<file path="src/rtl/pc_sequencer_pkg.sv">
// Shared types for the fetch-address sequencer: FSM states, defaults and the
// redirect-source index type.
package pc_seq_pkg;

  typedef enum logic [1:0] {
    ST_BOOT  = 2'd0,
    ST_RUN   = 2'd1,
    ST_STALL = 2'd2
  } pc_state_e;

  localparam int INC_BYTES_DEF = 4;
  localparam int NUM_REDIR_DEF = 3;

  // Wide enough for up to 16 redirect sources.
  localparam int REDIR_IDX_W = 4;
  typedef logic [REDIR_IDX_W-1:0] redir_idx_t;

endpackage

</file>
<file path="src/rtl/pc_sequencer_if.sv">
// Fetch-side bundle: address/valid/ready handshake toward imem, redirect
// requests from EX/MEM, and the flush/misalign pulses.
interface pc_sequencer_if #(
  parameter int XLEN      = 32,
  parameter int NUM_REDIR = 3
);
  logic [XLEN-1:0]           pc;
  logic                      pc_valid;
  logic                      fetch_ready;
  logic                      flush;
  logic                      misalign_err;
  logic [NUM_REDIR-1:0]      redir_valid;
  logic [NUM_REDIR*XLEN-1:0] redir_target;

  modport master (
    output pc, pc_valid, flush, misalign_err,
    input  fetch_ready, redir_valid, redir_target
  );

  modport slave (
    input  pc, pc_valid, flush, misalign_err,
    output fetch_ready, redir_valid, redir_target
  );
endinterface

</file>
<file path="src/rtl/pc_sequencer_redir_prio_sel.sv">
// Fixed-priority redirect selector: the lowest-index valid source wins and its
// target is muxed out.
module redir_prio_sel
  import pc_seq_pkg::*;
#(
  parameter int XLEN      = 32,
  parameter int NUM_REDIR = 3
) (
  input  logic [NUM_REDIR-1:0]      redir_valid_i,
  input  logic [NUM_REDIR*XLEN-1:0] redir_target_i,
  output logic                      sel_valid_o,
  output logic [XLEN-1:0]           sel_target_o
);

  redir_idx_t sel_idx;

  // Scan from the lowest priority upward so the last hit is the winner.
  always_comb begin
    sel_valid_o = 1'b0;
    sel_idx     = '0;
    for (int i = NUM_REDIR - 1; i >= 0; i--) begin
      if (redir_valid_i[i]) begin
        sel_valid_o = 1'b1;
        sel_idx     = redir_idx_t'(i);
      end
    end
  end

  assign sel_target_o = redir_target_i[int'(sel_idx)*XLEN +: XLEN];

endmodule

</file>
<file path="src/rtl/pc_sequencer.sv">
// Fetch-address generator at the head of IF: prioritised redirects, handshake
// hold, multi-cycle stalls and load-use holds. All outputs are registered.
//
//   state    | meaning
//   ST_BOOT  | out of reset, no request in flight (pc_valid=0)
//   ST_RUN   | issuing fetches, pc advances on acceptance
//   ST_STALL | pc held while the stall down-counter drains
module pc_sequencer
  import pc_seq_pkg::*;
#(
  parameter int              XLEN      = 32,
  parameter logic [XLEN-1:0] BOOT_ADDR = '0,
  parameter int              INC_BYTES = INC_BYTES_DEF,
  parameter int              NUM_REDIR = NUM_REDIR_DEF,
  parameter int              STALL_W   = 3
) (
  input  logic               clk,
  input  logic               rst_n,
  input  logic               load_use_stall_flag_i,
  input  logic               stall_req_i,
  input  logic [STALL_W-1:0] stall_cycles_i,
  pc_sequencer_if.master     fetch_if
);

  pc_state_e        state_q, state_d;
  logic [STALL_W-1:0] cnt_q, cnt_d;
  logic [XLEN-1:0]  pc_q, pc_d;
  logic             pend_vld_q, pend_vld_d;
  logic [XLEN-1:0]  pend_tgt_q, pend_tgt_d;
  logic             flush_q, flush_d;
  logic             mis_q, mis_d;

  logic             sel_valid;
  logic [XLEN-1:0]  sel_target;
  logic             hold;
  logic             redir_go;
  logic [XLEN-1:0]  redir_tgt;
  logic [STALL_W-1:0] stall_len;
  logic [XLEN-1:0]  pc_inc;

  redir_prio_sel #(.XLEN(XLEN), .NUM_REDIR(NUM_REDIR)) u_sel (
    .redir_valid_i  (fetch_if.redir_valid),
    .redir_target_i (fetch_if.redir_target),
    .sel_valid_o    (sel_valid),
    .sel_target_o   (sel_target)
  );

  assign hold      = (state_q != ST_BOOT) && !fetch_if.fetch_ready;
  // A fresh redirect is newer than anything parked during a hold.
  assign redir_go  = sel_valid || pend_vld_q;
  assign redir_tgt = sel_valid ? sel_target : pend_tgt_q;
  assign stall_len = (stall_cycles_i == '0) ? STALL_W'(1) : stall_cycles_i;
  assign pc_inc    = pc_q + XLEN'(INC_BYTES);

  always_comb begin
    state_d    = state_q;
    cnt_d      = cnt_q;
    pc_d       = pc_q;
    pend_vld_d = pend_vld_q;
    pend_tgt_d = pend_tgt_q;
    flush_d    = 1'b0;
    mis_d      = 1'b0;

    if (hold) begin
      if (sel_valid) begin
        pend_vld_d = 1'b1;
        pend_tgt_d = sel_target;
      end
    end else if (redir_go) begin
      pc_d       = {redir_tgt[XLEN-1:2], 2'b00};
      flush_d    = 1'b1;
      mis_d      = |redir_tgt[1:0];
      state_d    = ST_RUN;
      cnt_d      = '0;
      pend_vld_d = 1'b0;
    end else begin
      unique case (state_q)
        ST_BOOT: state_d = ST_RUN;
        ST_RUN: begin
          if (stall_req_i) begin
            state_d = ST_STALL;
            cnt_d   = stall_len - STALL_W'(1);
          end else if (!load_use_stall_flag_i) begin
            pc_d = pc_inc;
          end
        end
        ST_STALL: begin
          // cnt_q counts remaining hold edges; a new request may only extend it.
          if (stall_req_i) begin
            cnt_d = ((cnt_q > stall_len) ? cnt_q : stall_len) - STALL_W'(1);
          end else if (cnt_q == '0) begin
            state_d = ST_RUN;
            pc_d    = pc_inc;
          end else begin
            cnt_d = cnt_q - STALL_W'(1);
          end
        end
        default: state_d = ST_BOOT;
      endcase
    end
  end

  always_ff @(posedge clk or negedge rst_n) begin
    if (!rst_n) begin
      state_q    <= ST_BOOT;
      cnt_q      <= '0;
      pc_q       <= BOOT_ADDR;
      pend_vld_q <= 1'b0;
      pend_tgt_q <= '0;
      flush_q    <= 1'b0;
      mis_q      <= 1'b0;
    end else begin
      state_q    <= state_d;
      cnt_q      <= cnt_d;
      pc_q       <= pc_d;
      pend_vld_q <= pend_vld_d;
      pend_tgt_q <= pend_tgt_d;
      flush_q    <= flush_d;
      mis_q      <= mis_d;
    end
  end

  assign fetch_if.pc           = pc_q;
  assign fetch_if.pc_valid     = (state_q != ST_BOOT);
  assign fetch_if.flush        = flush_q;
  assign fetch_if.misalign_err = mis_q;

endmodule

</file>
<file path="src/flat_wrapper.sv">
// flat-port wrapper written by rule: the top's interface ports become plain ports
module pc_sequencer_flat import pc_seq_pkg::*;
#(
  parameter int              XLEN      = 32,
  parameter logic [XLEN-1:0] BOOT_ADDR = '0,
  parameter int              INC_BYTES = INC_BYTES_DEF,
  parameter int              NUM_REDIR = NUM_REDIR_DEF,
  parameter int              STALL_W   = 3
)
  (clk, rst_n, load_use_stall_flag_i, stall_req_i, stall_cycles_i, fetch_if_pc, fetch_if_pc_valid, fetch_if_flush, fetch_if_misalign_err, fetch_if_fetch_ready, fetch_if_redir_valid, fetch_if_redir_target);
  pc_sequencer_if #(.XLEN(XLEN), .NUM_REDIR(NUM_REDIR)) fetch_if_i ();
  input  logic clk;
  input  logic rst_n;
  input  logic load_use_stall_flag_i;
  input  logic stall_req_i;
  input  logic [STALL_W-1:0] stall_cycles_i;
  output wire logic [$bits(fetch_if_i.pc)-1:0] fetch_if_pc;
  output wire logic [$bits(fetch_if_i.pc_valid)-1:0] fetch_if_pc_valid;
  output wire logic [$bits(fetch_if_i.flush)-1:0] fetch_if_flush;
  output wire logic [$bits(fetch_if_i.misalign_err)-1:0] fetch_if_misalign_err;
  input wire logic [$bits(fetch_if_i.fetch_ready)-1:0] fetch_if_fetch_ready;
  input wire logic [$bits(fetch_if_i.redir_valid)-1:0] fetch_if_redir_valid;
  input wire logic [$bits(fetch_if_i.redir_target)-1:0] fetch_if_redir_target;
  assign fetch_if_pc = fetch_if_i.pc;
  assign fetch_if_pc_valid = fetch_if_i.pc_valid;
  assign fetch_if_flush = fetch_if_i.flush;
  assign fetch_if_misalign_err = fetch_if_i.misalign_err;
  assign fetch_if_i.fetch_ready = fetch_if_fetch_ready;
  assign fetch_if_i.redir_valid = fetch_if_redir_valid;
  assign fetch_if_i.redir_target = fetch_if_redir_target;
  pc_sequencer #(.XLEN(XLEN), .BOOT_ADDR(BOOT_ADDR), .INC_BYTES(INC_BYTES), .NUM_REDIR(NUM_REDIR), .STALL_W(STALL_W)) u_core (.clk(clk), .rst_n(rst_n), .load_use_stall_flag_i(load_use_stall_flag_i), .stall_req_i(stall_req_i), .stall_cycles_i(stall_cycles_i), .fetch_if(fetch_if_i));
endmodule
</file>
<file path="config.mk">
export PLATFORM = sky130hd
export DESIGN_NAME = pc_sequencer_flat
export DESIGN_NICKNAME = d
export VERILOG_FILES = /design/src/rtl/pc_sequencer_pkg.sv /design/src/rtl/pc_sequencer_if.sv /design/src/rtl/pc_sequencer_redir_prio_sel.sv /design/src/rtl/pc_sequencer.sv /design/src/flat_wrapper.sv
export SDC_FILE = /design/constraint.sdc
export NUM_CORES = 1
export LEC_CHECK = 0
export CAP_MARGIN = 30
export CORE_ASPECT_RATIO = 2
export CORE_UTILIZATION = 48
export DETAILED_ROUTE_END_ITERATION = 10
export GPL_TIMING_DRIVEN = 0
export PLACE_DENSITY = 0.85
export SYNTH_ARGS = -nofsm -noshare
export SYNTH_HDL_FRONTEND = slang
export SYNTH_SLANG_ARGS = --single-unit
</file>
<file path="constraint.sdc">
create_clock -name clk -period 3.43 [get_ports clk]
set_input_delay 0.5145 -clock clk [delete_from_list [all_inputs] [get_ports clk]]
set_output_delay 0.5145 -clock clk [all_outputs]
set_load 0.02 [all_outputs]
</file>
* After elaboration in Yosys (flattened, before gate mapping)
Index checks and enable logic that the tools add are counted.
Widths: inputs -> output; s select.
** Operators by class
- Add/sub/neg operators :: 4
- $lt $le $gt $ge :: 1
- Equal/unequal tests :: 9
- Shift-type cells :: 1
- Muxes and demuxes :: 32
- Bitwise operators :: 1
- Reduce and logical (&&, ||, !) cells :: 14
** Operators by type and width (number)
- $mux 32 :: 6
- $shiftx 96x10->32 :: 1
- $pmux 32 s2 :: 1
- $add 32x3->32 const B :: 1
- $mux 3 :: 6
- $ne 3x2->1 const B :: 4
- $mux 1 :: 10
- $mux 2 :: 5
- $sub 3x1->3 const B :: 3
- $mux 4 :: 2
- $reduce_and 4->1 :: 2
- $logic_not 3->1 :: 2
- $pmux 2 s3 :: 1
- $pmux 3 s2 :: 1
- $reduce_and 6->1 :: 1
- $ne 4x3->1 const B :: 1
- $reduce_bool 2->1 :: 2
- $gt 3x3->1 :: 1
- $ne 3x1->1 const B :: 1
- $reduce_bool 3->1 :: 1
- $eq 2x1->1 const B :: 1
- $eq 2x2->1 const B :: 1
- $logic_not 2->1 :: 1
- $ne 2x1->1 const B :: 1
- other kinds (6) :: 6
** Storage, ports and cells
- Register bits after elaboration :: 72
- Input port bits :: 107
- Output and inout bits :: 35
- Word-level logic and storage cells :: 69

* Depth between registers and ports, before layout
- Word-level depth :: 8
- Gate-level depth with buffers :: 12

* Hierarchy
From an unflattened synthesis, not the netlist that was laid out.
** Unflattened totals
- Cell total of the unflattened synthesis :: 515
- Area total of the unflattened synthesis :: 4874.7 sq um
** Modules (own cells, without submodules)
- pc_sequencer :: instances 1, cells each 433, area an instance 4096.4 sq um
- redir_prio_sel :: instances 1, cells each 82, area an instance 778.2 sq um

* Worst setup path before layout
No wires, ideal clock.
- Path kind :: input to register
- Start :: input port stall_cycles_i[2]
- End :: register u_core.cnt_q[2]
- Setup time :: 0.068 ns
- Arrival :: 2.641 ns
- Setup slack :: 0.721 ns
- Stages :: 11
- Cells stage by stage :: inv_1 ha_1 a21oi_1 nand2_1 a31oi_1 mux2i_1 ha_1 or3_1 mux2_2 a211o_1 nand3_1
** On the way
- Cells in the longest elaborated chain, start to end :: 8
- Elaborated cells on any way between the ends :: 10
- Classes of those cells :: add/sub: 2; order compare: 1; mux: 6; reduce/logical: 1
** RTL lines
- start, declared :: RTL line flat_wrapper.sv:16 : input logic [STALL_W-1:0] stall_cycles_i;
- $logic_not 3->1 :: RTL line pc_sequencer.sv:52 : assign stall_len = (stall_cycles_i == '0) ? STALL_W'(1) : stall_cycles_i;
- $mux 3 (*) :: RTL line pc_sequencer.sv:52
- $gt 3x3->1 :: RTL line pc_sequencer.sv:90 : cnt_d = ((cnt_q > stall_len) ? cnt_q : stall_len) - STALL_W'(1);
- $mux 3 :: RTL line pc_sequencer.sv:90
- $sub 3x1->3 :: RTL line pc_sequencer.sv:90
- $mux 3 :: RTL line pc_sequencer.sv:89 : if (stall_req_i) begin
- $pmux 3 s2 (*) :: RTL line pc_sequencer.sv:77 : unique case (state_q)
- $mux 3 (*) :: RTL line pc_sequencer.sv:69 : end else if (redir_go) begin
- end signal, assigned :: RTL line pc_sequencer.sv:114 : cnt_q <= cnt_d;
- end, declared :: RTL line pc_sequencer.sv:26 : logic [STALL_W-1:0] cnt_q, cnt_d;
Every way passes the cells marked *; elsewhere a longest branch is shown, timed or not. The select of a mux whose other input is x is not followed.
A chain may end at the register's enable or synchronous reset.

* Worst setup path after layout
Same ends and word-level chain as after synthesis.

==> flow_results.org <==
** GRT
- Global-route congestion overflow total :: 0
- Largest net degree at the start of global routing :: 71
- Antenna violations before repair :: 0
- Overall global routing resource usage :: 32.0%
- The via count of the first global-routing pass came to 5148.
- The first global-routing pass estimated 25.2 mm of wire.

** Yosys
- Ranking of synthesized cells by instance count :: 95 x sky130_fd_sc_hd__a21oi_1, 70 x sky130_fd_sc_hd__dfrtp_1, 53 x sky130_fd_sc_hd__nand2_1
- Proportion of register bits with asynchronous set or reset after synthesis :: 100%
- Yosys printed 0 warnings.
- Area contributors post-synth :: sky130_fd_sc_hd__dfrtp_1 37%, sky130_fd_sc_hd__a21oi_1 10%, sky130_fd_sc_hd__nand2_1 4.2%
- Most frequently used cell type in the post-synthesis netlist :: sky130_fd_sc_hd__a21oi_1
- Cell type contributing the most total cell area after synthesis :: sky130_fd_sc_hd__dfrtp_1
- Post-synth EDFFs :: 0
- The netlist uses 60 different library cells.
- Summed over its instances, the top area cell type makes up 37.0% of the synthesized netlist area.
- Number of cells produced by synthesis :: 554
- The cell area that synthesis handed to floorplanning was 4730 sq um.
- Total of flip-flops plus latches after synthesis :: 70
- Mean Syn Cell Area :: 8.55 sq um
- Sequential area share after synthesis :: 37.0%
- The most used flip-flop cell after synthesis is sky130_fd_sc_hd__dfrtp_1.

** Floorplanning
- Number of placement rows :: 51
- Full die area :: 10300 sq um
- The region available for standard cell placement spans 9640 sq um.
- Num ports :: 142
- Initial Utilization :: 49.1%
- Horizontal extent of the die :: 72.2 microns
- In this run the vertical extent of the chip is 142 microns.

** Layout
- Counting the fill cells in the layout gives 819.
- Nets :: 819
- Summing all flip-flop and latch instances after layout gives 1750 sq um.
- Area of the multi-input gates :: 2690 sq um
- Of the cells placed in the final design, the portion with a size suffix greater than 1 is 8.19%.
- 0 antenna diodes ended up in the layout.
- After the flow finishes, the layout carries non-filler instances totaling 840.
- Relative to the synthesized area, the layout overhead comes to 39.3%.
- Post-route design area :: 6600 sq um

** Critical path
- STA classifies the critical path endpoint as a flop.
- Crit-path slowest cell :: sky130_fd_sc_hd__clkdlybuf4s50_1
- Traced cell by cell, the critical path runs through clkdlybuf4s50_1, inv_1, ha_1, a21oi_1, nand2_1, a31oi_2, mux2i_1, ha_1, nor2b_1, nand2_1, mux2_2, a211o_1, nand3_1.
- Required time of the critical path :: 3.70 ns
- On the worst path, the slowest cell contributes a delay of 0.49 ns.
- Worst Path Max Fanout :: 5
- Kind of launch point of the worst setup path :: input port
- Type of the worst setup path :: in -> reg
- Data arrival time of the critical path :: 3.43 ns

** Clocking
- Counting every sink on the clock net gives 70.
- Clock input transition at the sequential cells of the worst setup and hold paths :: 0.06 ns
- Worst skew pair latency :: 0.33 ns
- CTS Hold Bufs :: 0
- In this run the deepest clock path goes through 2 buffers.
- The H-tree was split into 3 levels.
- Cts bufs inserted :: 9
- CTS placed an instance of sky130_fd_sc_hd__clkbuf_16 at the clock tree root.
- TritonCTS built the clock tree.

** Flow run
- The tool flagged a number of max-cap violations equal to 0.

** Timing
- After layout, the worst path uses 92.3% of the clock period.
- Measured slew at the worst slew-check pin :: 0.900 ns
- The hold violation count in the final report was 0.
- Setup repair after global routing missed its margin :: no
- Setup TNS :: 0 ns
- The max-slew violation count is 0.
- Subtracting the final worst setup slack from the clock period gives 3.17 ns.
- Maximum frequency from static timing analysis :: 0.316 GHz
- Normalized max-slew margin :: 40.0%
- Setup violations remaining at the end of the flow were counted as 0.
- Post-route clock skew :: 0.00638 ns

** Power and ir drop
- Worst vdd ir :: 313 uV
- In this run the power density over the cells is 441 nW/um^2.
- Leakage power of the design :: 2.70 nW

** Routing
- Detailed-route wire length :: 16.3 mm
- The detailed router finished its first iteration with 393 violations.
- Dividing the detail-routed via count by the number of cells gives 6.14.
- Once detail routing completed, the nets flagged for antenna violations numbered 0.
- The first detailed-routing pass took 5 iterations.
- The final route contains 5159 vias.
- For this run, design rule violations remaining after detail routing come to 0.
- DR WL/cell :: 19.4 microns

** Worst hold path
- Class of the most critical hold timing path :: in -> async

** Placed design
- Detailed placement ended at an HPWL of 12.6 mm.
- Buffers placed on the I/O ports in this run total 137.
- Cells after DPL :: 824
- Once placement finished, the instance area stood at 6270 sq um.
- Routability-driven placement finished with a final weighted congestion of 0.907.

** Status
- The run finished with clean final reports.
==> where the power goes <==
group	leakage, nW	internal, W	switching, W
sequential	0.819	0.000948	0.000135
clock	0.150	0.000657	0.000341
combinational	1.73	0.000410	0.000417
==> critical path, delay by kind of cell <==
family,cells,cell delay (ns)
compound gates,3,0.71
fa+ha+maj,2,0.62
buf+inv,2,0.59
mux,2,0.56
simple gates,4,0.44
==> per-layer routing <==
layer,up-vias,share of wire [%],global-route usage (%)
li1,2372,-,-
met1,2470,37,34.7
met2,262,53,58.3
met3,55,5.6,4.60
met4,0,4.7,16.9
met5,-,0,0
==> cells in the final DEF (no fill, tap or decap), types with 5 or more instances in the layout <==
cell,Yosys,final
sky130_fd_sc_hd__a21oi_1,95,95
sky130_fd_sc_hd__and3b_1,7,7
sky130_fd_sc_hd__clkbuf_16,0,9
sky130_fd_sc_hd__nand2_1,53,53
sky130_fd_sc_hd__nand4_1,8,8
sky130_fd_sc_hd__inv_1,16,16
sky130_fd_sc_hd__and3_1,12,12
sky130_fd_sc_hd__o21ai_0,22,22
sky130_fd_sc_hd__dfrtp_1,70,70
sky130_fd_sc_hd__o31ai_1,5,5
sky130_fd_sc_hd__a22oi_1,8,8
sky130_fd_sc_hd__buf_2,17,17
sky130_fd_sc_hd__nand3b_1,25,25
sky130_fd_sc_hd__o22a_1,11,11
sky130_fd_sc_hd__ha_1,9,9
sky130_fd_sc_hd__a221oi_1,20,20
sky130_fd_sc_hd__a2bb2oi_1,9,9
sky130_fd_sc_hd__clkdlybuf4s50_1,0,136
sky130_fd_sc_hd__mux2_2,5,5
sky130_fd_sc_hd__clkbuf_1,20,23
sky130_fd_sc_hd__a22o_1,10,10
sky130_fd_sc_hd__nor2_1,35,35
sky130_fd_sc_hd__nand3_1,16,16
==> layout make-up <==
cell class | instances | area share [%]
repair buffers | 137 | 20.8
inverters | 16 | 0.910
clock inverters | 3 | 1.02
multi-input cells | 421 | 40.7
plain buffers | 48 | 3.76
well taps | 132 | 2.50
clock buffers | 13 | 3.79
flip-flops and latches | 70 | 26.6
==> sequential cells by signal, indices dropped and copies added, names as in the netlist <==
| register | count |
|---|---|
| u_core.fetch_if.flush | 1 |
| u_core.fetch_if.pc | 30 |
| u_core.pend_tgt_q | 32 |
| u_core.pend_vld_q | 1 |
| u_core.fetch_if.misalign_err | 1 |
| u_core.state_q | 2 |
| u_core.cnt_q | 3 |
==> per-stage QoR <==
step	hold WS [ns]	power [W]	setup slack [ns]	utilization [%]
after detailed placement	0.478	0.00191	-0.0918	65.1
after CTS	0.334	0.00290	0.259	68.4
after floorplan	0.219	0.00150	0.721	-
final	0.297	0.00291	0.264	68.5
after global routing	0.379	0.00302	0.0166	68.5
after global placement	0.481	0.00189	-0.509	65.1
==> kinds of logic after synthesis <==
| group | Yosys count | share of synthesized area (%) |
|---|---|---|
| mux | 7 | 1.61 |
| fa+ha+maj | 9 | 2.38 |
| compound gates | 218 | 30.2 |
| buf+inv | 64 | 6.50 |
| flops | 70 | 37.0 |
| simple gates | 185 | 22.3 |
| other cells | 1 | 0.0792 |
==> final timing paths <==
kind | slack, ns | endpoint | start | depth (start not counted)
hold / removal | 0.30 | u_core.fetch_if.misalign_err$_DFF_PN0_ | rst_n | 1
setup / recovery | 0.26 | u_core.cnt_q[2]$_DFFE_PN0P_ | stall_cycles_i[2] | 13
max in group asynchronous | 2.53 | u_core.pend_tgt_q[7]$_DFFE_PN0P_ | rst_n | 1
setup reg to reg | 0.57 | u_core.cnt_q[2]$_DFFE_PN0P_ | u_core.state_q[0]$_DFFE_PN0P_ | 11
min in group clk | 0.49 | u_core.pend_tgt_q[29]$_DFFE_PN0P_ | u_core.pend_tgt_q[29]$_DFFE_PN0P_ | 1
hold reg to reg | 0.49 | u_core.pend_tgt_q[29]$_DFFE_PN0P_ | u_core.pend_tgt_q[29]$_DFFE_PN0P_ | 1
==> what timing repair did <==
action | in CTS | in global routing
setup endpoints to repair | 0 | 1
gates resized for setup | 0 | 1
setup buffers | 0 | 0
(Power assumes the default switching activity.)
